$ cat src/rtl/jimmy_pkg.sv
// Shared definitions for the jimmy core front end.
// Contents:
//   - opcode byte constants (ADD ... NOP)
//   - register codes R0..R3
//   - fetch_state_t: fetch sequencer states
//   - is_two_byte(): instruction length rule keyed on byte0
// Optional feature macro used by the fetch unit: SELF_LOOP_HALT_EN
package jimmy_pkg;

  // Opcode byte values (register fields zero). The length rule below
  // is what classifies them; these are the canonical encodings.
  localparam logic [7:0] OP_ADD     = 8'h00;
  localparam logic [7:0] OP_MUL     = 8'h10;
  localparam logic [7:0] OP_MOV     = 8'h20;
  localparam logic [7:0] OP_LD_IMM  = 8'h80;
  localparam logic [7:0] OP_CMP_IMM = 8'h8C;
  localparam logic [7:0] OP_DEC     = 8'h90;
  localparam logic [7:0] OP_INPUT   = 8'h98;
  localparam logic [7:0] OP_OUTPUT  = 8'h9C;
  localparam logic [7:0] OP_BRA     = 8'hA8;
  localparam logic [7:0] OP_BHI     = 8'hB0;
  localparam logic [7:0] OP_BEQ     = 8'hB8;
  localparam logic [7:0] OP_NOP     = 8'hF0;

  localparam logic [1:0] R0 = 2'd0;
  localparam logic [1:0] R1 = 2'd1;
  localparam logic [1:0] R2 = 2'd2;
  localparam logic [1:0] R3 = 2'd3;

  typedef enum logic [1:0] {
    FETCH1 = 2'd0,
    FETCH2 = 2'd1,
    ISSUE  = 2'd2,
    HALT   = 2'd3
  } fetch_state_t;

  // LD_IMM, CMP_IMM and the three branches carry an immediate byte.
  function automatic logic is_two_byte(input logic [7:0] byte0);
    logic result;
    result = (byte0[7:2] == 6'b100000) ||
             (byte0[7:2] == 6'b100011) ||
             (byte0[7:5] == 3'b101);
    return result;
  endfunction

endpackage

$ cat src/rtl/instruction_fetch_unit_length_decode.sv
// instr_length_decode: combinational byte0 -> instruction length.
// Shared between the fetch unit and the disassembler/monitor so both
// agree on the length rule.
// Ports:
//   i_byte0      in  8  first instruction byte
//   o_instr_len  out 1  0 = 1-byte, 1 = 2-byte
module instr_length_decode
  import jimmy_pkg::*;
(
  input  logic [7:0] i_byte0,
  output logic       o_instr_len
);

  assign o_instr_len = is_two_byte(i_byte0);

endmodule

$ cat src/rtl/instruction_fetch_unit.sv
// instruction_fetch_unit: walks the PC over the 8-bit program ROM,
// assembles 1- or 2-byte instructions into a 16-bit word and hands it
// to the decoder over valid/ready. Branch redirects restart fetch.
// Optional feature: define SELF_LOOP_HALT_EN to stop fetching when a
// BRA-to-itself is accepted (halted goes high, sticky until reset).
// Ports:
//   clk            in   1   rising-edge clock
//   reset          in   1   asynchronous active-low reset
//   address_bus    out  8   ROM address (= pc)
//   data_bus       in   8   ROM read data (combinational)
//   instr          out  16  {byte0, byte1}, byte1 = 0 for 1-byte
//   instr_len      out  1   0 = 1-byte, 1 = 2-byte
//   instr_pc       out  8   address of byte0
//   instr_valid    out  1   instruction outputs valid
//   instr_ready    in   1   decoder accepts
//   branch_taken   in   1   redirect request
//   branch_target  in   8   redirect address
//   halted         out  1   self-loop halt (0 without the macro)
module instruction_fetch_unit
  import jimmy_pkg::*;
#(
  parameter logic [7:0] RESET_PC = 8'h00
) (
  input  logic        clk,
  input  logic        reset,
  output logic [7:0]  address_bus,
  input  logic [7:0]  data_bus,
  output logic [15:0] instr,
  output logic        instr_len,
  output logic [7:0]  instr_pc,
  output logic        instr_valid,
  input  logic        instr_ready,
  input  logic        branch_taken,
  input  logic [7:0]  branch_target,
  output logic        halted
);

  localparam logic [1:0] ST_FETCH1 = FETCH1;
  localparam logic [1:0] ST_FETCH2 = FETCH2;
  localparam logic [1:0] ST_ISSUE  = ISSUE;
  localparam logic [1:0] ST_HALT   = HALT;

  logic [1:0] r_state;
  logic [7:0] r_pc;
  logic [7:0] r_ir_hi;
  logic [7:0] r_ir_lo;
  logic [7:0] r_instr_pc;
  logic       r_len;
  logic       r_valid;
  logic       w_len;
  logic       w_halted;
  logic       w_redirect;

  instr_length_decode u_len_dec (
    .i_byte0     (data_bus),
    .o_instr_len (w_len)
  );

`ifdef SELF_LOOP_HALT_EN
  logic r_halted;
  logic w_self_loop;

  // Accepted BRA whose target is its own address can never make progress.
  assign w_self_loop = (r_ir_hi == OP_BRA) && (r_ir_lo == r_instr_pc);
  assign w_halted    = r_halted;

  // Sticky halt flag, cleared only by reset.
  always_ff @(posedge clk or negedge reset) begin
    if (!reset) begin
      r_halted <= 1'b0;
    end else if (!w_redirect && (r_state == ST_ISSUE) && instr_ready && w_self_loop) begin
      r_halted <= 1'b1;
    end else begin
      r_halted <= r_halted;
    end
  end
`else
  assign w_halted = 1'b0;
`endif

  // Redirects are ignored once halted; otherwise they beat every FSM move.
  assign w_redirect = branch_taken && !w_halted;

  // Fetch sequencer: PC walk, instruction assembly and issue handshake.
  always_ff @(posedge clk or negedge reset) begin
    if (!reset) begin
      r_state    <= ST_FETCH1;
      r_pc       <= RESET_PC;
      r_ir_hi    <= 8'h00;
      r_ir_lo    <= 8'h00;
      r_instr_pc <= 8'h00;
      r_len      <= 1'b0;
      r_valid    <= 1'b0;
    end else if (w_redirect) begin
      // Any partial or un-accepted instruction is dropped here.
      r_pc    <= branch_target;
      r_state <= ST_FETCH1;
      r_valid <= 1'b0;
    end else begin
      case (r_state)
        ST_FETCH1: begin
          r_ir_hi    <= data_bus;
          r_ir_lo    <= 8'h00;
          r_instr_pc <= r_pc;
          r_len      <= w_len;
          r_pc       <= r_pc + 8'd1;
          if (w_len) begin
            r_state <= ST_FETCH2;
            r_valid <= 1'b0;
          end else begin
            r_state <= ST_ISSUE;
            r_valid <= 1'b1;
          end
        end
        ST_FETCH2: begin
          r_ir_lo <= data_bus;
          r_pc    <= r_pc + 8'd1;
          r_state <= ST_ISSUE;
          r_valid <= 1'b1;
        end
        ST_ISSUE: begin
          if (instr_ready) begin
            r_valid <= 1'b0;
`ifdef SELF_LOOP_HALT_EN
            if (w_self_loop) begin
              r_state <= ST_HALT;
            end else begin
              r_state <= ST_FETCH1;
            end
`else
            r_state <= ST_FETCH1;
`endif
          end else begin
            r_state <= ST_ISSUE;
            r_valid <= 1'b1;
          end
        end
        ST_HALT: begin
          r_valid <= 1'b0;
`ifdef SELF_LOOP_HALT_EN
          r_state <= ST_HALT;
`else
          r_state <= ST_FETCH1;
`endif
        end
        default: begin
          r_state <= ST_FETCH1;
          r_valid <= 1'b0;
        end
      endcase
    end
  end

  assign address_bus = r_pc;
  assign instr       = {r_ir_hi, r_ir_lo};
  assign instr_len   = r_len;
  assign instr_pc    = r_instr_pc;
  assign instr_valid = r_valid;
  assign halted      = w_halted;

endmodule

$ cat config.mk
export PLATFORM = sky130hd
export DESIGN_NAME = instruction_fetch_unit
export DESIGN_NICKNAME = d
export VERILOG_FILES = /design/src/rtl/jimmy_pkg.sv /design/src/rtl/instruction_fetch_unit_length_decode.sv /design/src/rtl/instruction_fetch_unit.sv
export SDC_FILE = /design/constraint.sdc
export NUM_CORES = 1
export LEC_CHECK = 0
export ABC_AREA = 1
export BUFFER_PORTS_ARGS = -buffer_cell sky130_fd_sc_hd__buf_2
export CAP_MARGIN = 20
export CORE_AREA = 2 2 60 62
export CTS_BUF_LIST = sky130_fd_sc_hd__clkbuf_8
export DETAILED_ROUTE_END_ITERATION = 7
export DIE_AREA = 0 0 62 64
export GPL_TIMING_DRIVEN = 0
export PLACE_DENSITY = 0.79
export SLEW_MARGIN = 0
export SYNTH_ARGS = -nofsm -noshare
export SYNTH_HDL_FRONTEND = slang
export SYNTH_HIERARCHICAL = 1
export SYNTH_SLANG_ARGS = --single-unit
$ cat constraint.sdc
create_clock -name clk -period 1.4 [get_ports clk]
set_input_delay 0.28 -clock clk [delete_from_list [all_inputs] [get_ports clk]]
set_output_delay 0.28 -clock clk [all_outputs]
set_load 0.01 [all_outputs]
== Word-level counts from Yosys, hierarchy flattened ==
Index checks and enable logic that the tools add are counted.

* Equality and inequality tests: 6
* Bitwise gates (word level): 1
* Reductions and logical operators: 8
* Muxes and demuxes: 11
* Add/sub/neg operators: 1

{| class="wikitable"
|+ Operators by type and width
! operator !! number
|-
| $mux 8 || 2
|-
| $pmux 8 s2 || 1
|-
| $eq 6x6->1 const B || 2
|-
| $add 8x1->8 const B || 1
|-
| $pmux 2 s4 || 1
|-
| $mux 2 || 3
|-
| $eq 2x2->1 const B || 2
|-
| $pmux 1 s4 || 1
|-
| $reduce_and 2->1 || 2
|-
| $reduce_bool 2->1 || 2
|-
| $eq 3x3->1 const B || 1
|-
| $mux 1 || 3
|-
| $eq 2x1->1 const B || 1
|-
| $logic_not 2->1 || 1
|-
| $logic_or 1x1->1 || 2
|-
| $reduce_or 2->1 || 1
|-
| $not 1->1 || 1
|}

* Logic and storage cells: 34
* Register bits after elaboration: 36

== Longest topological paths before layout ==
Gate-level depths: netlist (run 1).

* Depth after elaboration: 6
* Gate-level depth with buffers: 8
* Gate-level depth less buffers: 7

== Cells and area by module ==
Netlist (run 1), hierarchy kept.

{| class="wikitable"
|+ By module, submodules not included
! module !! times used !! seq. area each (um^2) !! cells each !! area an instance (um^2)
|-
| instruction_fetch_unit || 1 || 875.8 || 186 || 1589.0
|-
| instr_length_decode || 1 || 0.0 || 10 || 47.5
|}

== Worst setup path before layout (run 1) ==
Ideal clock, no wire load.

* Kind: reg2reg
* Start point: reg r_state[1]
* End point: reg r_instr_pc[0], in the netlist instr_pc[0]
* Cell stages (with the launch flop): 8
* Setup time: 119 ps
* Period minus slack after synthesis: 1170 ps
* Data arrival time: 1051 ps
* Path slack: 230 ps
* Cell sequence: dfrtp_1 -> nor2_8 -> inv_2 -> nor2_4 -> inv_2 -> buf_6 -> nand2_1 -> o21ai_2

* Word-level cells in the longest chain between the ends: 2

{| class="wikitable"
|+ Ends and longest elaborated chain
! item !! line !! source
|-
| from (decl) || instruction_fetch_unit.sv:43 || <nowiki>logic [1:0] r_state;</nowiki>
|-
| from (signal assigned) || instruction_fetch_unit.sv:87 || <nowiki>r_state <= ST_FETCH1;</nowiki>
|-
| from (signal assigned) || instruction_fetch_unit.sv:97 || <nowiki>r_state <= ST_FETCH1;</nowiki>
|-
| from (signal assigned) || instruction_fetch_unit.sv:108 || <nowiki>r_state <= ST_FETCH2;</nowiki>
|-
| $logic_not 2->1 || instruction_fetch_unit.sv:100 || <nowiki>case (r_state)</nowiki>
|-
| $reduce_and 2->1 (no line) || - ||
|-
| to (signal assigned) || instruction_fetch_unit.sv:104 || <nowiki>r_instr_pc <= r_pc;</nowiki>
|-
| to (decl) || instruction_fetch_unit.sv:47 || <nowiki>logic [7:0] r_instr_pc;</nowiki>
|}

Every way passes these cells.
A chain may end at the register's enable or synchronous reset.

== Worst setup path in the final report (run 1) ==
* Start point: reg r_state[1]
* End point: reg r_instr_pc[7], in the netlist instr_pc[7]

The elaborated chain is that of the path after synthesis.

==> flow_summary.toml, run 1 <==
[status]
outcome = "finished, final reports clean"

[sta]
finalHoldWorstSlack_ns = 0.0602
hold_viol_final = 0
slew_violations = 0
setup_viol = 0
finalClockSkew_ns = 0.00309
finalCritPeriodShare_pct = 88.7
min_period_ns = 1.24
fmax_mhz = 805
max_slew.worst_pin.slew_ns = 0.752
maxSlewHeadroom_pct = 49.9
rsz0062_at_grt = "no"
setup_tns_ns = 0

[drt]
drt_iter0_markers = 65
post_drt_wl_per_cell_um = 11.7
via_per_inst = 4.72
dr.pass1.iters = 4
wl_um = 3520
drc = 0
num_vias = 1425
final_antenna_net_count = 0

[clock_network]
clk_pin_slew_worst_paths_ns = 0.07
insertion_delay_ns = 0.28
numCtsBuffers = 5
cts_tree = "yes"
cts_resized = 0
cts_root_buffer = "clkbuf_8"
cts_setup_buffers = 0
cts_hold_buffers = 0
cts.path.max_buffers = 2
clkSinkCount = 35
h-tree-depth = 2

[global_routing]
grt_pass1_wl_um = 5920
grt_pass1_vias = 1331
grt_max_degree = 36
antenna_found_initial = 0
grt_use_total_pct = 20.4
grt_remaining_overflow = 0

[logic_synthesis]
yosysWarningCount = 6
synth_seq_area_share_pct = 53.5
synthCells = 196
synth_area_leader_cell = "dfrtp_1"
synth_cell_types = 22
synthTopCellsByArea = "dfrtp_1 (54%), nand2_1 (19%), nand3_1 (7.0%)"
syn_nets = 217
synth_top_area_share_pct = 53.5
syn_area_um2 = 1640
syn-mean-instance-area_um2 = 8.35
ys_ff_latch = 35

[critical_path]
cp.required_ns = 1.58
crit_fanout = 10
r2r_slack_ns = 0.16
arrival_ns = 1.42
worstSetupEndpointType = "flop"
rr_startpoint = "r_state[1]"
startpoint_type = "flop"
crit_type = "reg2reg"
rr_endpoint = "instr_pc[7]"
worstRegToRegCells = 7

[cells_and_area]
layout_commonest_cell = "nand2_1"
final_layout_size_suffix_gt1_share_pct = 30.9
area_delta_synth_final_pct = 25.8
n_antenna_cell = 0
nFillCells = 288
nets = 276
most-common-layout-cells = "nand2_1 (83), buf_2 (55), dfrtp_1 (35)"

[die]
ios = 55
die-height_um = 64
dieArea_um2 = 3970
core_um2 = 3280
rows = 21
initial_utilization_pct = 49.8
die-width_um = 62

[place]
io_buffers = 52
dp_hpwl_um = 2550
gp_congestion = 0.831

[power]
power_w = 0.00271
power_leakage_nw = 1.17
p_per_area_nw_per_um2 = 1320
max-vdd-ir-drop_v = 0.000654

[job]
drv_cap = 0

[min_path]
min_path_type = "in2async"
==> per-layer routing <==
| layer | part of all wire (%) | vias up | global-route usage (%) |
|---|---|---|---|
| met1 | 48 | 644 | 29.2 |
| met2 | 46 | 37 | 28.3 |
| met5 | 0 | - | 0 |
| met3 | 4.9 | 4 | 6.07 |
| li1 | - | 740 | - |
| met4 | 1.7 | 0 | 9.31 |
==> state kept, by name, summed over array words and instances, names as in the netlist <==
signal / flops
address_bus: 8
instr_len: 1
instr_pc: 8
r_ir_hi: 8
r_ir_lo: 8
r_state: 2
==> where the power goes <==
group	total, W	internal, W	switching, W
clock network	0.000799	0.000447	0.000352
logic	0.000635	0.000256	0.000379
registers	0.00127	0.00116	0.000111
total	0.00271	0.00186	0.000842
==> worst max-delay path, cell delays in order (launching register included) <==
cell and delay, ns:
dfrtp_1 0.45, nor2_8 0.17, inv_2 0.07, nor2_4 0.09, inv_2 0.07, buf_6 0.15, nand2_1 0.08, o21ai_2 0.05
==> logic make-up after synthesis <==
group                      synth area share, %
and+or+nand+nor                           30.2
DFF                                       53.5
buffers and inverters                     7.80
AOI/OAI and AO/OA                         7.49
adders and majority gates                0.764
other                                    0.229
==> per-stage QoR <==
stage | instance area (um^2) | setup WS [ns] | cells | util (%)
after floorplan | 1640 | 0.230 | 196 | -
after global placement | 1950 | 0.190 | 294 | 59.5
after detailed placement | 1950 | 0.179 | 294 | 59.5
after CTS | 2060 | 0.147 | 302 | 62.7
after global routing | 2060 | 0.0528 | 302 | 62.7
final | 2060 | 0.159 | 302 | 62.7
==> final cells by class <==
class | instances | area (um^2) | area share [%]
flip-flops and latches | 35 | 876 | 42.6
multi-input cells | 136 | 633 | 30.8
repair buffers | 52 | 260 | 12.6
clock buffers | 7 | 96.3 | 4.68
plain buffers | 8 | 63.8 | 3.10
inverters | 17 | 63.8 | 3.10
well taps | 46 | 57.6 | 2.80
clock inverters | 1 | 7.51 | 0.365
==> how the worst max path moves through the flow <==
stage / slack (ns) / end / startpoint / depth (start not counted)
after floorplan: 0.23 / instr_pc[0] / r_state[1] / 7
after global placement: 0.19 / instr_pc[6] / r_state[1] / 7
after detailed placement: 0.18 / instr_pc[7] / r_state[1] / 7
after CTS: 0.15 / instr_pc[7] / r_state[1] / 7
after global routing: 0.05 / address_bus[4] / address_bus[1] / 6
final: 0.16 / instr_pc[7] / r_state[1] / 7
==> Yosys cell counts, drive strengths merged <==
library cell and instances:
nand2 83, ha 1, o21ai 14, nor2 9, o31ai 1, conb 1, buf 8, o21bai 1
a22oi 1, nand3b 1, dfrtp 35, o211ai 1, nand3 23, inv 17
Power figures use the tool's default switching activity.
==> run 2, diff against run 1 <==
==> constraint.sdc (replaced) <==
create_clock -name clk -period 1.2 [get_ports clk]
set_input_delay 0.24 -clock clk [delete_from_list [all_inputs] [get_ports clk]]
set_output_delay 0.24 -clock clk [all_outputs]
set_load 0.01 [all_outputs]
==> run 2 against run 1 <==
Net effect:
- worst setup slack got worse by 0.12 ns
- total power increased by 19%
- sequential power up 17%
- sequential share of layout area is 1.3 points lower
- critical path depth is the same
- critical path type unchanged
- combinational power grew 26%
- die area did not move
- design area increased by 3.6%
- clock-buffer cell count unchanged
- largest power group unchanged
- largest cell class unchanged
==> flow_summary.toml, run 2 (synthesis results as in run 1) <==
[critical_path]
crit_fanout = 3
crit_type = "reg2reg"
r2r_slack_ns = 0.04
worstRegToRegCells = 7
cp.required_ns = 1.38
arrival_ns = 1.34
worstSetupEndpointType = "flop"
startpoint_type = "flop"

[drt]
via_per_inst = 4.66
num_vias = 1432
wl_um = 3520
dr.pass1.iters = 4
post_drt_wl_per_cell_um = 11.5
final_antenna_net_count = 0
drt_iter0_markers = 53
drc = 0

[sta]
fin_ws_ns = 0.0416
rsz0062_at_grt = "yes"
hold_viol_final = 0
finalClockSkew_ns = 0.00100
min_period_ns = 1.16
maxSlewHeadroom_pct = 50.6
finalCritPeriodShare_pct = 96.5
max_slew.worst_pin.slew_ns = 0.741
slew_violations = 0
fmax_mhz = 863
setup_viol = 0

[die]
die-height_um = 64
ios = 55
die-width_um = 62
initial_utilization_pct = 49.8
dieArea_um2 = 3970
rows = 21
core_um2 = 3280

[global_routing]
grt_max_degree = 36
antenna_found_initial = 0
grt_use_total_pct = 20.4
grt_pass1_wl_um = 5930
grt_pass1_vias = 1339
grt_remaining_overflow = 0

[cells_and_area]
design_area_um2 = 2130
nets = 281
layout_commonest_cell = "nand2_1"
utilization_pct = 64.9
final_layout_size_suffix_gt1_share_pct = 37.2
n_antenna_cell = 0
area_delta_synth_final_pct = 30.3
most-common-layout-cells = "nand2_1 (77), buf_2 (54), dfrtp_1 (32)"

[clock_network]
h-tree-depth = 2
numCtsBuffers = 5
cts.path.max_buffers = 2
cts_root_buffer = "clkbuf_8"
cts_hold_buffers = 0
clk_pin_slew_worst_paths_ns = 0.07
cts_tree = "yes"
clkSinkCount = 35
insertion_delay_ns = 0.28

[power]
p_per_area_nw_per_um2 = 1510
power_w = 0.00323
max-vdd-ir-drop_v = 0.000794
power_leakage_nw = 1.20

[place]
place_worst_setup_slack_ns = -0.0212
io_buffers = 52
gp_congestion = 0.831
dpl_cell_area_um2 = 1950
dp_hpwl_um = 2550

[min_path]
min_path_type = "in2async"

[job]
drv_cap = 0

[status]
outcome = "finished, final reports clean"
-- run 2: worst max-delay path: stages (launching register included) --
cell,delay (ns)
dfrtp_2,0.45
nor2_8,0.11
inv_2,0.05
nor2_4,0.13
inv_4,0.05
buf_4,0.13
nand2_1,0.07
o21ai_2,0.05
-- run 2: path summary, 6_finish.rpt --
kind | from | end
max in group asynchronous | reset | address_bus[2]
max reg2reg | r_state[1] | instr_pc[4]
min | reset | r_ir_lo[4]
max | r_state[1] | instr_pc[4]
min reg2reg | r_ir_hi[2] | r_ir_hi[2]
min in group clk | instr_ready | r_state[1]
-- run 2: stage by stage --
stage / hold slack (ns) / cells / TNS, ns
2_1_floorplan: -0.0556 / 196 / 0
3_3_place_gp: 0.351 / 294 / -0.0353
3_5_place_dp: 0.354 / 294 / -0.0634
4_1_cts: 0.0409 / 304 / 0
5_1_grt: 0.0845 / 307 / -0.239
6_report: 0.0172 / 307 / 0
-- run 2: timing repair --
| item | in CTS | in global routing |
|---|---|---|
| endpoints found under the setup margin | 13 | 26 |
| buffers inserted | 2 | 3 |
| pin swaps | 1 | 2 |
| resized for setup | 1 | 15 |
-- run 2: metal layers --
metal  vias up  GRT usage, %  wire, um
met5         -             0         0
met4         0          9.31        59
met3         4          6.07       170
met2        36          28.1      1630
met1       646          29.3      1660
li1        746             -         -
-- run 2: where the power goes --
part / leakage, nW / switching, W / total, W / internal [W]
Combinational: 0.703 / 0.000459 / 0.000801 / 0.000342
Sequential: 0.444 / 0.000135 / 0.00149 / 0.00136
Clock: 0.0505 / 0.000413 / 0.000934 / 0.000522
-- run 2: area by class of cell --
type                       instances  area [um^2]
tap                               46         57.6
clock buffer                       7         96.3
sequential                        35          880
fill                             274         1150
clock inverter                     1         7.51
buffer                             8         70.1
inverter                          17         66.3
timing repair buffer              57          298
multi-input combinational        136          657
==> run 3, diff against run 2 <==
==> constraint.sdc (replaced) <==
create_clock -name clk -period 1.1 [get_ports clk]
set_input_delay 0.22 -clock clk [delete_from_list [all_inputs] [get_ports clk]]
set_output_delay 0.22 -clock clk [all_outputs]
set_load 0.01 [all_outputs]
==> run 3 against run 2 <==
Net effect:
- the run now ends with setup timing left
- total power rose by 6.0%
- worst setup slack got worse by 0.080 ns
- sequential cell count unchanged
- clock power decreased by 8.5%
- die area is the same
- global-route usage decreased by 0.41 points
- non-clock buffer count increased by 3
- sequential share of layout area down 0.66 points
==> flow_summary.toml, run 3 (synthesis results as in run 1) <==
[critical_path]
arrival_ns = 1.31
slowest_stage = "dfrtp_2"
worstSetupEndpointType = "flop"
crit_type = "reg2reg"
crit_chain = "nor2_8, inv_2, nor2_4, inv_4, buf_6, nand2_1, o21ai_2"
cp.required_ns = 1.27
slowest_delay_ns = 0.45
startpoint_type = "flop"
crit_fanout = 6

[status]
outcome = "complete, but fails checks"
failed_checks = "setup timing"

[sta]
max_slew.worst_pin.slew_ns = 0.767
min_period_ns = 1.14
finalClockSkew_ns = 0.00120
setup_viol = 20
finalHoldWorstSlack_ns = 0.00720
maxSlewHeadroom_pct = 48.9
setup_tns_ns = -0.487
rsz0062_at_grt = "yes"
fin_ws_ns = -0.0379
fmax_mhz = 879
finalCritPeriodShare_pct = 103
hold_viol_final = 0
slew_violations = 0

[place]
place_worst_setup_slack_ns = -0.106
io_buffers = 52
gp_congestion = 0.843
dp_hpwl_um = 2590

[drt]
via_per_inst = 4.75
final_antenna_net_count = 0
dr.pass1.iters = 4
drc = 0
drt_iter0_markers = 85
num_vias = 1472
wl_um = 3750
post_drt_wl_per_cell_um = 12.1

[power]
pwr-share-seq_pct = 47.6
max-vdd-ir-drop_v = 0.00101
p_per_area_nw_per_um2 = 1580
power_w = 0.00342
netSwitchingPower_w = 0.00111
power_frac_comb_pct = 27.4
power_switching_share_pct = 32.3
clock_power_share_pct = 25.0
power_leakage_nw = 1.22
internal_power_w = 0.00232

[cells_and_area]
area_delta_synth_final_pct = 32.6
final_layout_size_suffix_gt1_share_pct = 37.1
most-common-layout-cells = "nand2_1 (82), buf_2 (53), dfrtp_1 (31)"
layout_commonest_cell = "nand2_1"
nets = 284
nFillCells = 287
n_antenna_cell = 0

[clock_network]
cts_root_buffer = "clkbuf_8"
insertion_delay_ns = 0.28
clk_pin_slew_worst_paths_ns = 0.06
numCtsBuffers = 5
cts_tree = "yes"
h-tree-depth = 2
cts.path.max_buffers = 2
clkSinkCount = 35

[global_routing]
grt_remaining_overflow = 0
grt_pass1_vias = 1309
grt_pass1_wl_um = 5910
antenna_found_initial = 0
grt_max_degree = 36
grt_use_total_pct = 20.0

[job]
drv_cap = 0

[die]
ios = 55
initial_utilization_pct = 49.8
rows = 21
core_um2 = 3280
die-width_um = 62
dieArea_um2 = 3970
die-height_um = 64

[min_path]
min_path_type = "in2async"
-- run 3: cell count changes in the layout (fill, tap and decap cells not counted), sizes merged --
| cell | change |
|---|---|
| buf | +4 |
| clkbuf | -3 |
| inv | +2 |
| clkinv | +1 |
| clkinvlp | -1 |
-- run 3: final cells by class --
cell class / instances / area (um^2) / share of cell area, %
inverter: 17 / 68.8 / 3.17
clock buffer: 5 / 68.8 / 3.17
clock inverter: 3 / 12.5 / 0.577
timing repair buffer: 60 / 330 / 15.2
multi-input combinational: 136 / 681 / 31.4
sequential: 35 / 881 / 40.6
buffer: 8 / 70.1 / 3.23
tap: 46 / 57.6 / 2.65
-- run 3: worst max-delay path, delay by kind of cell (launching register included) --
family,cells,cell delay [ns]
AOI/OAI and AO/OA,1,0.05
buffers and inverters,3,0.24
DFF,1,0.45
and+or+nand+nor,3,0.29
-- run 3: final timing paths --
check,start,endpoint,slack [ns],cells after the start
setup / recovery,r_state[1],instr_pc[6],-0.04,7
hold / removal,reset,r_ir_lo[4],0.007,1
setup reg to reg,r_state[1],instr_pc[6],-0.04,7
hold reg to reg,r_ir_hi[3],r_ir_hi[3],0.47,2
max in group asynchronous,reset,address_bus[2],0.56,1
min in group clk,instr_ready,r_state[1],0.13,2
-- run 3: metrics by stage --
step,utilization (%),std cells,cell area [um^2]
2_1_floorplan,-,196,1640
3_3_place_gp,59.6,294,1960
3_5_place_dp,59.6,294,1960
4_1_cts,63.6,308,2090
5_1_grt,66.1,310,2170
6_report,66.1,310,2170
-- run 3: repair_timing --
action | CTS | global route
pin swaps | 1 | 7
hold buffers | 0 | 0
buffers inserted | 5 | 1
endpoints found under the setup margin | 29 | 37
gates resized for setup | 5 | 17
gates cloned | 1 | 1
-- run 3: power groups by stage --
stage | clock [W] | combinational, W | sequential [W]
floorplan | 0 | 0.000381 | 0.00173
global placement | 0 | 0.000795 | 0.00164
detailed placement | 0 | 0.000813 | 0.00164
CTS | 0.000883 | 0.000870 | 0.00162
global route | 0.000939 | 0.00106 | 0.00166
finish | 0.000855 | 0.000939 | 0.00163
-- run 3: layer usage --
metal  up-vias  global-route usage, %  share of wire [%]
met5         -                      0                  0
met4         0                   7.45                1.3
met3         6                   5.87                4.8
met2        43                   27.5                 47
met1       672                   29.6                 47
li1        751                      -                  -
